File: src/rtl/frame_commit_scheduler.sv
// Frame-synchronous commit of game state to the render path, plus frame tick,
// physics-step divider, frame counter and a sync-loss watchdog.
module frame_commit_scheduler #(
  parameter int unsigned COMMIT_WINDOW = 1024,
  parameter int unsigned STEP_DIV      = 2,
  parameter int unsigned BIRD_Y_INIT   = 240,
  parameter int unsigned BIRD_Y_MAX    = 479,
  parameter int unsigned SYNC_TIMEOUT  = 900000
) (
  input  logic        iClock,
  input  logic        iRST_n,
  input  logic        iVS,
  input  logic        iUpdateReq,
  input  logic [9:0]  iBirdYNext,
  input  logic [15:0] iScoreNext,
  output logic        oUpdateAck,
  output logic [9:0]  oBirdY,
  output logic [15:0] oScore,
  output logic        oFrameTick,
  output logic        oPhysicsStep,
  output logic [15:0] oFrameCount,
  output logic        oSyncLost
);

  localparam int unsigned WIN_W = $clog2(COMMIT_WINDOW + 1);
  localparam int unsigned WD_W  = $clog2(SYNC_TIMEOUT + 1);

  localparam logic [WIN_W-1:0] WIN_LOAD = WIN_W'(COMMIT_WINDOW - 1);
  localparam logic [WD_W-1:0]  WD_MAX   = WD_W'(SYNC_TIMEOUT);
  localparam logic [7:0]       DIV_LAST = 8'(STEP_DIV - 1);
  localparam logic [9:0]       Y_MAX    = 10'(BIRD_Y_MAX);
  localparam logic [9:0]       Y_INIT   = 10'(BIRD_Y_INIT);

  typedef enum logic {
    ACTIVE = 1'b0,
    COMMIT = 1'b1
  } state_t;

  state_t           state, state_next;
  logic             vs_q;
  logic             vs_fall;
  logic [WIN_W-1:0] win_cnt, win_next;
  logic             commit;
  logic [7:0]       div_cnt;
  logic [WD_W-1:0]  wd_cnt, wd_next;
  logic [9:0]       bird_clamped;

  assign vs_fall      = vs_q & ~iVS;
  assign bird_clamped = (iBirdYNext > Y_MAX) ? Y_MAX : iBirdYNext;
  assign wd_next      = vs_fall           ? '0     :
                        (wd_cnt == WD_MAX) ? wd_cnt : wd_cnt + 1'b1;

  // A new frame always (re)opens the window, so vs_fall outranks a request
  // sampled in the same cycle.
  always_comb begin
    // NOTE: every output of this block gets a default first so no path can
    // leave it unassigned, which would otherwise infer a latch.
    state_next = state;
    win_next   = win_cnt;
    commit     = 1'b0;
    case (state)
      ACTIVE: begin
        if (vs_fall) begin
          state_next = COMMIT;
          win_next   = WIN_LOAD;
        end
      end
      COMMIT: begin
        if (vs_fall) begin
          win_next = WIN_LOAD;
        end else if (iUpdateReq) begin
          commit     = 1'b1;
          state_next = ACTIVE;
        end else if (win_cnt == '0) begin
          state_next = ACTIVE;
        end else begin
          win_next = win_cnt - 1'b1;
        end
      end
      default: state_next = ACTIVE;
    endcase
  end

  // NOTE: state registers use non-blocking assignments so every flop samples
  // the pre-edge values regardless of block ordering.
  always_ff @(posedge iClock) begin
    if (!iRST_n) begin
      state   <= ACTIVE;
      win_cnt <= '0;
      vs_q    <= 1'b1;
    end else begin
      state   <= state_next;
      win_cnt <= win_next;
      vs_q    <= iVS;
    end
  end

  // Render-facing values move only on a commit edge, never mid-frame.
  always_ff @(posedge iClock) begin
    if (!iRST_n) begin
      oBirdY     <= Y_INIT;
      oScore     <= '0;
      oUpdateAck <= 1'b0;
    end else begin
      oUpdateAck <= commit;
      if (commit) begin
        oBirdY <= bird_clamped;
        oScore <= iScoreNext;
      end
    end
  end

  always_ff @(posedge iClock) begin
    if (!iRST_n) begin
      oFrameTick   <= 1'b0;
      oPhysicsStep <= 1'b0;
      oFrameCount  <= '0;
      div_cnt      <= '0;
    end else begin
      oFrameTick   <= vs_fall;
      oPhysicsStep <= 1'b0;
      if (vs_fall) begin
        oFrameCount <= oFrameCount + 1'b1;
        if (div_cnt >= DIV_LAST) begin
          div_cnt      <= '0;
          oPhysicsStep <= 1'b1;
        end else begin
          div_cnt <= div_cnt + 1'b1;
        end
      end
    end
  end

  // Flag is derived from the next count so it drops right after the clearing edge.
  always_ff @(posedge iClock) begin
    if (!iRST_n) begin
      wd_cnt    <= '0;
      oSyncLost <= 1'b0;
    end else begin
      wd_cnt    <= wd_next;
      oSyncLost <= (wd_next == WD_MAX);
    end
  end

endmodule

File: config.mk
export PLATFORM = sky130hd
export DESIGN_NAME = frame_commit_scheduler
export DESIGN_NICKNAME = d
export VERILOG_FILES = /design/src/rtl/frame_commit_scheduler.sv
export SDC_FILE = /design/constraint.sdc
export NUM_CORES = 1
export LEC_CHECK = 0
export CAP_MARGIN = 0
export CORE_MARGIN = 10
export CORE_UTILIZATION = 55
export CTS_CLUSTER_SIZE = 10
export DETAILED_ROUTE_END_ITERATION = 10
export GPL_TIMING_DRIVEN = 1
export HOLD_SLACK_MARGIN = 0.1
export PLACE_DENSITY = 0.84
export REMOVE_ABC_BUFFERS = 1
export SETUP_SLACK_MARGIN = 0.1
export SLEW_MARGIN = 25
export SYNTH_ARGS = -nofsm -noshare
export SYNTH_HDL_FRONTEND = slang
export SYNTH_SLANG_ARGS = --single-unit
export TNS_END_PERCENT = 5
File: constraint.sdc
create_clock -name iClock -period 3.55 [get_ports iClock]
set_clock_uncertainty 0.2 [all_clocks]
set_input_delay 0.8875 -clock iClock [delete_from_list [all_inputs] [get_ports iClock]]
set_output_delay 0.8875 -clock iClock [all_outputs]
set_load 0.01 [all_outputs]
==> flow_metrics.py <==
metrics = {
    "global_routing": {
        "gr-total-overflow": 0,
        "vias_in_the_first_global_route": 3129,
        "antenna_found_initial": 0,
        "grtUsageTotal_pct": 17.4,
        "largest_net_degree_at_the_start_of_global_routing": 60,
        "first_pass_grt_wire_length_um": 14900,
    },
    "synthesis": {
        "gate_count_post_synth": 434,
        "async_reset_ff_share_pct": 0,
        "yosys_register_bits": 87,
        "ys_dominant_reg_cell": "dfxtp_1",
        "synth_cell_types": 48,
        "sequential_fraction_of_the_synthesis_area_pct": 45.6,
        "post_synth_instance_area_sq_um": 3820,
        "syn-mean-instance-area_sq_um": 8.81,
        "synth_warnings": 0,
        "synth-edff-count": 0,
    },
    "floorplan": {
        "ioPinCount": 76,
        "initial_core_util_pct": 56.6,
        "floorplan.die.height_um": 103,
        "core_area_sq_um": 6760,
        "die-width_um": 103,
        "floorplan.rows": 30,
        "die-area_sq_um": 10700,
    },
    "min_path": {
        "holdCritPathClass": "reg2reg",
        "instance_count_along_the_most_critical_hold_path": 2,
        "timing.hold.worst.start": "oScore[10]",
        "min_to": "oScore[10]",
    },
    "route": {
        "top_layer": "met4",
        "post-route-drc-count": 0,
        "wl_met3_um": 387,
        "detailedRoute.firstPassIterationCount": 4,
        "drt.antenna.violating_nets": 0,
        "wl_per_cell_um": 15.2,
        "wl_um": 9020,
        "met2_length_um": 4630,
        "via_per_inst": 5.50,
        "count_of_routing_violations_after_the_opening_detailed_route_iteration": 261,
        "vias_after_detailed_routing": 3256,
        "m1WireLength_um": 3710,
    },
    "worst_setup_path": {
        "path_depth": 7,
        "setup.reg_to_reg.worst_slack_ns": 0.96,
        "cp_data_arrival_time_ns": 2.84,
        "worstSetupEndpointType": "flop",
        "critical_path.reg2reg.endpoint": "oSyncLost",
        "cpLargestDelayFamily": "simple AND/OR/NAND/NOR gates",
        "worst-r2r-cell-count": 7,
        "path_max_fanout": 21,
        "cp_num_buf_inv": 2,
        "cp_slowest_cell": "clkdlybuf4s50_1",
        "path_class": "in2reg",
        "worstPathCellList": "clkdlybuf4s50_1 -> nand2b_1 -> buf_4 -> and2_1 -> nand2_1 -> nor3_1 -> o21ai_0",
        "critPathLaunchType": "input port",
        "timing.critical_path.required_ns": 3.55,
        "critical_path.reg2reg.startpoint": "wd_cnt[1]",
        "critical_path.max_stage_delay_ns": 0.49,
    },
    "placement": {
        "finalWeightedCongestion": 0.840,
        "placement.io_buffers": 75,
        "post-dp-hpwl_um": 6710,
        "placed_cells": 576,
        "dpl_cell_area_sq_um": 4640,
    },
    "pwr": {
        "max-vdd-ir-drop_mv": 0.239,
        "cellPowerDensity_nw_per_um2": 394,
        "p_leak_uw": 0.00177,
    },
    "clock_network": {
        "clock_insertion_delay_worst_skew_ns": 0.35,
        "cts_resized": 0,
        "cts_inserted_buffers": 9,
        "number_of_clock_sinks_seen_by_cts": 87,
        "h_tree_levels": 3,
        "max-clock-path-buffers": 2,
        "post-cts-setup-buffers": 0,
        "cts.reportedPaths.clkPinSlew_ns": 0.08,
        "hold_bufs_at_cts": 0,
        "tritoncts": "done",
        "root_buffer": "clkbuf_8",
    },
    "timing": {
        "setup_total_negative_slack_ns": 0,
        "setup_repair_after_global_routing_missed_its_margin": "false",
        "fin_crit_sh_pct": 80.1,
        "worst_pin_slew_ns": 0.721,
        "finalCriticalPeriod_ns": 2.84,
        "max_slew_margin_pct": 51.8,
        "setup_viol_count_final": 0,
        "max_freq_mhz": 352,
        "timing.final.hold_violations": 0,
        "drv_slew": 0,
    },
    "layout": {
        "post_route_cells_drive_above_1_share_pct": 6.05,
        "finish.net_count": 545,
        "finalNonFillerCells": 592,
        "final_util_pct": 71.6,
        "postLayoutCellArea_sq_um": 4840,
        "filler_cell_count": 507,
        "area_growth_syn_to_layout_pct": 26.5,
        "num_antenna_cells": 0,
    },
    "status": {
        "outcome": "finished, final reports clean",
    },
    "flow_run": {
        "max_cap_viol_count": 0,
    },
}
==> synthesized netlist by cell type, types with 2 or more instances <==
| cell | count | area, sq um |
|---|---|---|
| nor3b_1 | 3 | 22.5 |
| nand2_1 | 55 | 206 |
| a21boi_0 | 23 | 173 |
| mux2i_1 | 2 | 20.0 |
| dfxtp_1 | 87 | 1740 |
| nor3_1 | 8 | 40.0 |
| o21ai_0 | 7 | 35.0 |
| xnor2_1 | 19 | 166 |
| a31oi_1 | 2 | 12.5 |
| nor4b_1 | 2 | 17.5 |
| and3_1 | 9 | 56.3 |
| nand4_1 | 13 | 81.3 |
| and4_1 | 3 | 26.3 |
| clkbuf_1 | 17 | 63.8 |
| a21oi_1 | 8 | 40.0 |
| nor2_1 | 49 | 184 |
| ha_1 | 8 | 100 |
| and2_1 | 18 | 113 |
| or4_1 | 2 | 15.0 |
| nor2b_1 | 4 | 25.0 |
| nand2b_1 | 4 | 25.0 |
| o221a_2 | 4 | 45.0 |
| inv_1 | 10 | 37.5 |
| xor2_1 | 19 | 166 |
| or3_1 | 6 | 37.5 |
| nand3_1 | 22 | 110 |
| nor4_1 | 4 | 25.0 |
| o211a_1 | 6 | 60.1 |
==> stage by stage <==
step                      setup WS, ns  power, uW  hold WS (ns)
after floorplan                  0.548       1140         0.260
after global placement           0.465       1240         0.251
after detailed placement         0.370       1240         0.257
after CTS                        0.726       1920         0.269
after global routing             0.493       1990         0.295
final                            0.708       1910         0.265
==> where the power goes <==
group | total (uW) | leakage [uW] | internal (uW) | switching [uW]
combinational | 189 | 0.000960 | 99.3 | 89.8
clock | 687 | 0.0000997 | 345 | 341
sequential | 1030 | 0.000707 | 1000 | 25.9
total | 1910 | 0.00177 | 1450 | 457
==> cell type report <==
class	count	area [sq um]	area share (%)
clock buffer	11	141	2.92
clock inverter	5	56.3	1.16
inverter	10	37.5	0.776
multi-input combinational	317	1960	40.4
sequential	87	1740	36.0
tap	80	100	2.07
timing repair buffer	82	803	16.6
==> layout by cell type (no fill, tap or decap), types with 2 or more instances in the layout <==
master and instances:
mux2i_1 2, or3_1 6, nand2_1 55, and2_1 18
xor2_1 19, nand4_1 13, nor2b_1 4, a21oi_1 8
nor3b_1 3, inv_1 10, nor3_1 8, clkbuf_8 10
o211a_1 6, ha_1 8, o221a_2 4, clkinv_2 2
or4_1 2, nor4_1 4, clkdlybuf4s50_1 75, a31oi_1 2
nor2_1 49, buf_4 7, o21ai_0 7, and3_1 9
dfxtp_1 87, and4_1 3, nor4b_1 2, xnor2_1 19
nand3_1 22, a21boi_0 23, nand2b_1 4
==> layer usage <==
metal	up-vias	global-route usage, %
met5	-	0
met4	0	9.09
met3	24	3.46
met2	70	30.1
met1	1520	19.9
li1	1642	-
==> worst reg2reg max path, cell delays in order (launching register included) <==
cell and delay, ns:
dfxtp_1 0.40, ha_1 0.29, nand4_1 0.13, nor4_2 0.19, xnor2_1 0.13, or4_1 0.50
or4_1 0.41, nor4_1 0.27
==> cells by family (layout without fill, tap and decap cells) <==
group,count (synthesis),in the layout,share of synthesized area (%)
xor gates and xnor gates,38,38,8.71
buffers and inverters,30,108,3.27
and+or+nand+nor,210,210,27.9
AOI/OAI and AO/OA,59,59,11.4
adders and majority gates,8,8,2.62
muxes,2,2,0.524
DFF,87,87,45.6
==> how the worst max path moves through the flow <==
stage,start,end,slack [ns]
after CTS,iVS,oBirdY[7],0.73
after detailed placement,iVS,oBirdY[7],0.37
final,iVS,oBirdY[7],0.71
after floorplan,iVS,oSyncLost,0.55
after global placement,iVS,oSyncLost,0.47
after global routing,iVS,oBirdY[7],0.49
==> state kept, by name, indices dropped and copies added, names as in the netlist, 8 cells and up <==
register,cells
wd_cnt,20
oFrameCount,16
oScore,16
win_cnt,11
oBirdY,10
div_cnt,8
Power figures use the tool's default switching activity.
==> edit 1, RTL diff (config.mk and constraints unchanged) <==
`SYNC_TIMEOUT`: 900000 -> 450000.
--- a/src/rtl/frame_commit_scheduler.sv
+++ b/src/rtl/frame_commit_scheduler.sv
@@ -7,3 +7,3 @@
   parameter int unsigned BIRD_Y_MAX    = 479,
-  parameter int unsigned SYNC_TIMEOUT  = 900000
+  parameter int unsigned SYNC_TIMEOUT  = 450000
 ) (
Formal check against the unedited RTL: no difference found for any inputs over 10 cycles, from zero or initial values and one cycle with iRST_n low; that may be too few to reach the edited logic, so the function may still have changed.
==> edit 1 against the unedited design <==
- critical path depth unchanged
- worst setup slack improved by 0.27 ns
- wire length increased by 3.1%
- final area increased by 1.8%
- area after synthesis increased by 1.5%
- sequential cell count decreased by 1
- register-to-register slack improved by 0.15 ns
- total power increased by 0.32%
- final cell count increased by 2.2%
==> edit 1: results (changes against the unedited design) <==
[detailed_routing]
first_iter_violations = 166  ; -36%
wl_met1_mm = 4.09  ; +10%
wl_met3_um = 672  ; +74%
dr.pass1.iters = 7  ; +3
topRoutingLayerUsed = met4
dr_wl_met2_mm = 4.42  ; -4.6%
routed_wl_mm = 9.30  ; +3.1%
routedWlPerCell_um = 15.4  ; +0.92%
vias_per_cell = 5.43  ; -1.2%

[sta]
min_period_over_period_pct = 72.5  ; -7.6 points
relSlewSlack_pct = 57.0  ; +5.1 points
fin_hold_ws_ns = 0.268  ; +0.00298 ns

[finish]
top_regs = wd_cnt: 19 flops, oFrameCount: 16 flops, oScore: 16 flops
nets = 541  ; -0.73%
multi_input_area_mm2 = 0.00204  ; +4.3%
insertedDiodeCount = 1  ; +1
clockNetworkAreaShare_pct = 4.04  ; -0.047 points
multi_input_area_share_pct = 41.4  ; +0.98 points
num-multi-input-gates = 314  ; -0.95%
clockBufferCount = 10  ; -1
seq_area_share_pct = 35.0  ; -1.0 points
regMostFlops = wd_cnt
layout-drive-gt1-share_pct = 8.46  ; +2.4 points
seq_cell_count = 86  ; -1.1%
n_fill_cell = 538  ; +6.1%
buf_share_pct = 16.3  ; -0.30 points

[critical_path]
arrival_ns = 2.63  ; -0.21 ns
slowest_delay_ns = 0.44  ; -0.05 ns
worstReg2RegStart = wd_cnt[10]
crit_path_end = oFrameCount[13]
r2r_slack_ns = 1.11  ; +0.15 ns
path_max_fanout = 4  ; -81%

[placement]
dp_cells = 588  ; +2.1%
hpwlAfterDp_mm = 6.68  ; -0.46%
place.gp.congestion = 0.860  ; +2.3%
placed_cell_area_mm2 = 0.00472  ; +1.8%

[global_route]
globalRouteMet1Util_pct = 20.5  ; +0.59 points
track_usage_pct = 17.0  ; -0.44 points
grt_max_degree = 39  ; -35%
use_met3_pct = 6.01  ; +2.6 points
grt_pass1_wl_mm = 15.6  ; +4.9%

[power_and_ir_drop]
pwr-share-seq_pct = 53.5  ; -0.5 points
powerComb_mw = 0.196  ; +4%
p_sw_share_pct = 25.3  ; +1.4 points
power.leakage_nw = 1.75  ; -0.84%

[synth]
synth_commonest_cells = dfxtp_1 (86), nand2_1 (56), nor2_1 (37), xnor2_1 (29), a21boi_0 (25)
yosys_warnings = 0  ; unchanged
synth_ff_type = dfxtp_1
ys_seq_area_share_pct = 44.4  ; -1.2 points
synthCells = 430  ; -0.92%
ys_types = 55  ; +15%
synthTopCellsByArea = dfxtp_1 (44%), xnor2_1 (6.5%), nand2_1 (5.4%)

[clock_tree]
numCtsBuffers = 9  ; unchanged

[worst_hold_path]
worstHoldEndpoint = oScore[1]

[outcome]
status = complete, no violations

edit 1: changes by cell type in the layout (fill, tap and decap cells not counted), moves of 3 or more:
cell and delta:
a211oi_1 +4, a21oi_1 -4, nand4_1 -8, nor2_1 -12, nor3_1 +4, o211a_1 -6
o22ai_1 +3, or2_2 +3, or3_1 -3, xnor2_1 +10, xor2_1 -6
edit 1: worst min-delay path: cells and delay by family, from the launching register on:
family | cells | cell delay [ns]
DFF | 1 | 0.32
AOI/OAI and AO/OA | 1 | 0.06
and+or+nand+nor | 1 | 0.05
edit 1: cells by family (layout without fill, tap and decap cells):
group / after synthesis / count (layout) / synth area share [%]
simple gates: 198 / 198 / 27.8
flops: 86 / 86 / 44.4
compound gates: 63 / 63 / 11.9
xor+xnor: 42 / 42 / 9.48
buf+inv: 30 / 108 / 3.03
fa+ha+maj: 9 / 9 / 2.84
mux: 2 / 2 / 0.548
other cells: 0 / 1 / 0
==> edit 2, RTL diff (same flow settings) <==
Without the edit above. Register the output `oFrameCount` once more, with the module's reset; this adds one clock of latency there. The other outputs are not delayed to match.
--- a/src/rtl/frame_commit_scheduler.sv
+++ b/src/rtl/frame_commit_scheduler.sv
@@ -37,2 +37,4 @@
   } state_t;
+
+  logic [15:0] oFrameCount_s0;
 
@@ -116,3 +118,3 @@
       oPhysicsStep <= 1'b0;
-      oFrameCount  <= '0;
+      oFrameCount_s0 <= '0;
       div_cnt      <= '0;
@@ -122,3 +124,3 @@
       if (vs_fall) begin
-        oFrameCount <= oFrameCount + 1'b1;
+        oFrameCount_s0 <= oFrameCount_s0 + 1'b1;
         if (div_cnt >= DIV_LAST) begin
@@ -144,2 +146,10 @@
 
+  always_ff @(posedge iClock) begin
+    if (!iRST_n) begin
+      oFrameCount <= '0;
+    end else begin
+      oFrameCount <= oFrameCount_s0;
+    end
+  end
+
 endmodule
Check against the original RTL: not equivalent (a bounded check fails within 4 cycles, from zero or initial values and one cycle with iRST_n low).
==> edit 2 against the unedited design <==
- wire length about the same
- sequential share of layout area increased by 4.0 points
- count of clock-buffer cells in the layout is 2 lower
- worst setup slack better by 0.15 ns
- largest power group unchanged
- sequential cell count up 16
- global-route usage decreased by 1.3 points
- area after synthesis is 7.9% higher
- critical path type unchanged
- total power is 8.8% higher
- final area up 6.6%
==> edit 2: results (changes against the unedited design) <==
[synth]
ys_seq_area_share_pct = 50.0  ; +4.5 points
synth_commonest_cells = dfxtp_1 (103), nand2_1 (59), nor2_1 (51), a21oi_1 (37), xor2_1 (24)
yosys_warnings = 0  ; unchanged
ys_types = 47  ; -2.1%
muxShareOfSynthArea_pct = 0.243  ; -0.28 points
yosys.area_share.adder_pct = 2.43  ; -0.19 points
synth_compound_area_share_pct = 11.0  ; -0.47 points
synth_xor_area_share_pct = 8.07  ; -0.63 points
synthTopCellsByArea = dfxtp_1 (50%), nand2_1 (5.4%), xor2_1 (5.1%)
avgSynthCellArea_um2 = 8.89  ; +0.88%

[critical_path]
r2r_slack_ns = 1.13  ; +0.17 ns
cp_top_family = simple AND/OR/NAND/NOR gates
path_max_fanout = 8  ; -62%
slowest_stage = or4_1
slowest_delay_ns = 0.47  ; -0.02 ns
arrival_ns = 2.73  ; -0.11 ns

[placement]
pre_cts_ws_ns = 0.494  ; +0.125 ns
io_buffer_count = 75  ; unchanged
dp_cells = 624  ; +8.3%
placed_cell_area_mm2 = 0.00496  ; +7.0%
place.gp.congestion = 0.868  ; +3.3%
hpwlAfterDp_mm = 6.65  ; -0.92%

[clock_tree]
path_clk_slew_ns = 0.10  ; +0.02 ns
insertion_delay_ns = 0.37  ; +0.02 ns
post_cts_resized = 0  ; unchanged
root_buffer = clkbuf_8

[power_and_ir_drop]
ir_worst_vdd_mv = 0.225  ; -5.7%
power.leakage_nw = 1.85  ; +4.8%

[detailed_routing]
vias = 3398  ; +4.4%
vias_per_cell = 5.31  ; -3.5%
first_iter_violations = 139  ; -47%
dr.pass1.iters = 4  ; unchanged
routed_wl_mm = 9.02  ; about the same

[global_route]
grt_pass1_vias = 3293  ; +5.2%
grt_max_degree = 52  ; -13%
track_usage_pct = 16.2  ; -1.3 points
grt_pass1_wl_mm = 15.5  ; +4.0%

[finish]
regMostFlops = wd_cnt
nets = 574  ; +5.3%
insertedDiodeCount = 0  ; unchanged
layout-drive-gt1-share_pct = 6.10  ; +0.045 points

[outcome]
status = complete, no violations

[sta]
fin_hold_ws_ns = 0.259  ; -0.00649 ns
fmax_mhz = 371  ; +5.5%
worst_pin_slew_ns = 0.582  ; -0.139 ns

-- edit 2: routing by layer --
layer	GRT usage, %	part of all wire (%)
met3	3.47	5.5
met2	26.3	46
met1	20.3	47
met4	6.96	1.1
met5	0	0
-- edit 2: area by class of cell --
type | count | area (um^2)
fillers | 556 | 2100
multi-input cells | 330 | 1940
flip-flops and latches | 103 | 2060
well taps | 99 | 124
repair buffers | 82 | 803
clock buffers | 9 | 124
inverters | 10 | 37.5
clock inverters | 7 | 67.6
-- edit 2: path summary, 6_finish.rpt --
check              from    endpoint  cells after the start
min reg2reg   oScore[4]   oScore[4]                      2
max reg2reg   wd_cnt[3]   oSyncLost                      6
min           oScore[4]   oScore[4]                      2
max          iUpdateReq  win_cnt[4]                      7
-- edit 2: power by group --
group | total (mW) | leakage (nW) | internal, mW | switching (mW)
clock | 0.690 | 0.0867 | 0.269 | 0.421
combinational | 0.175 | 0.928 | 0.0883 | 0.0867
sequential | 1.21 | 0.836 | 1.18 | 0.0254
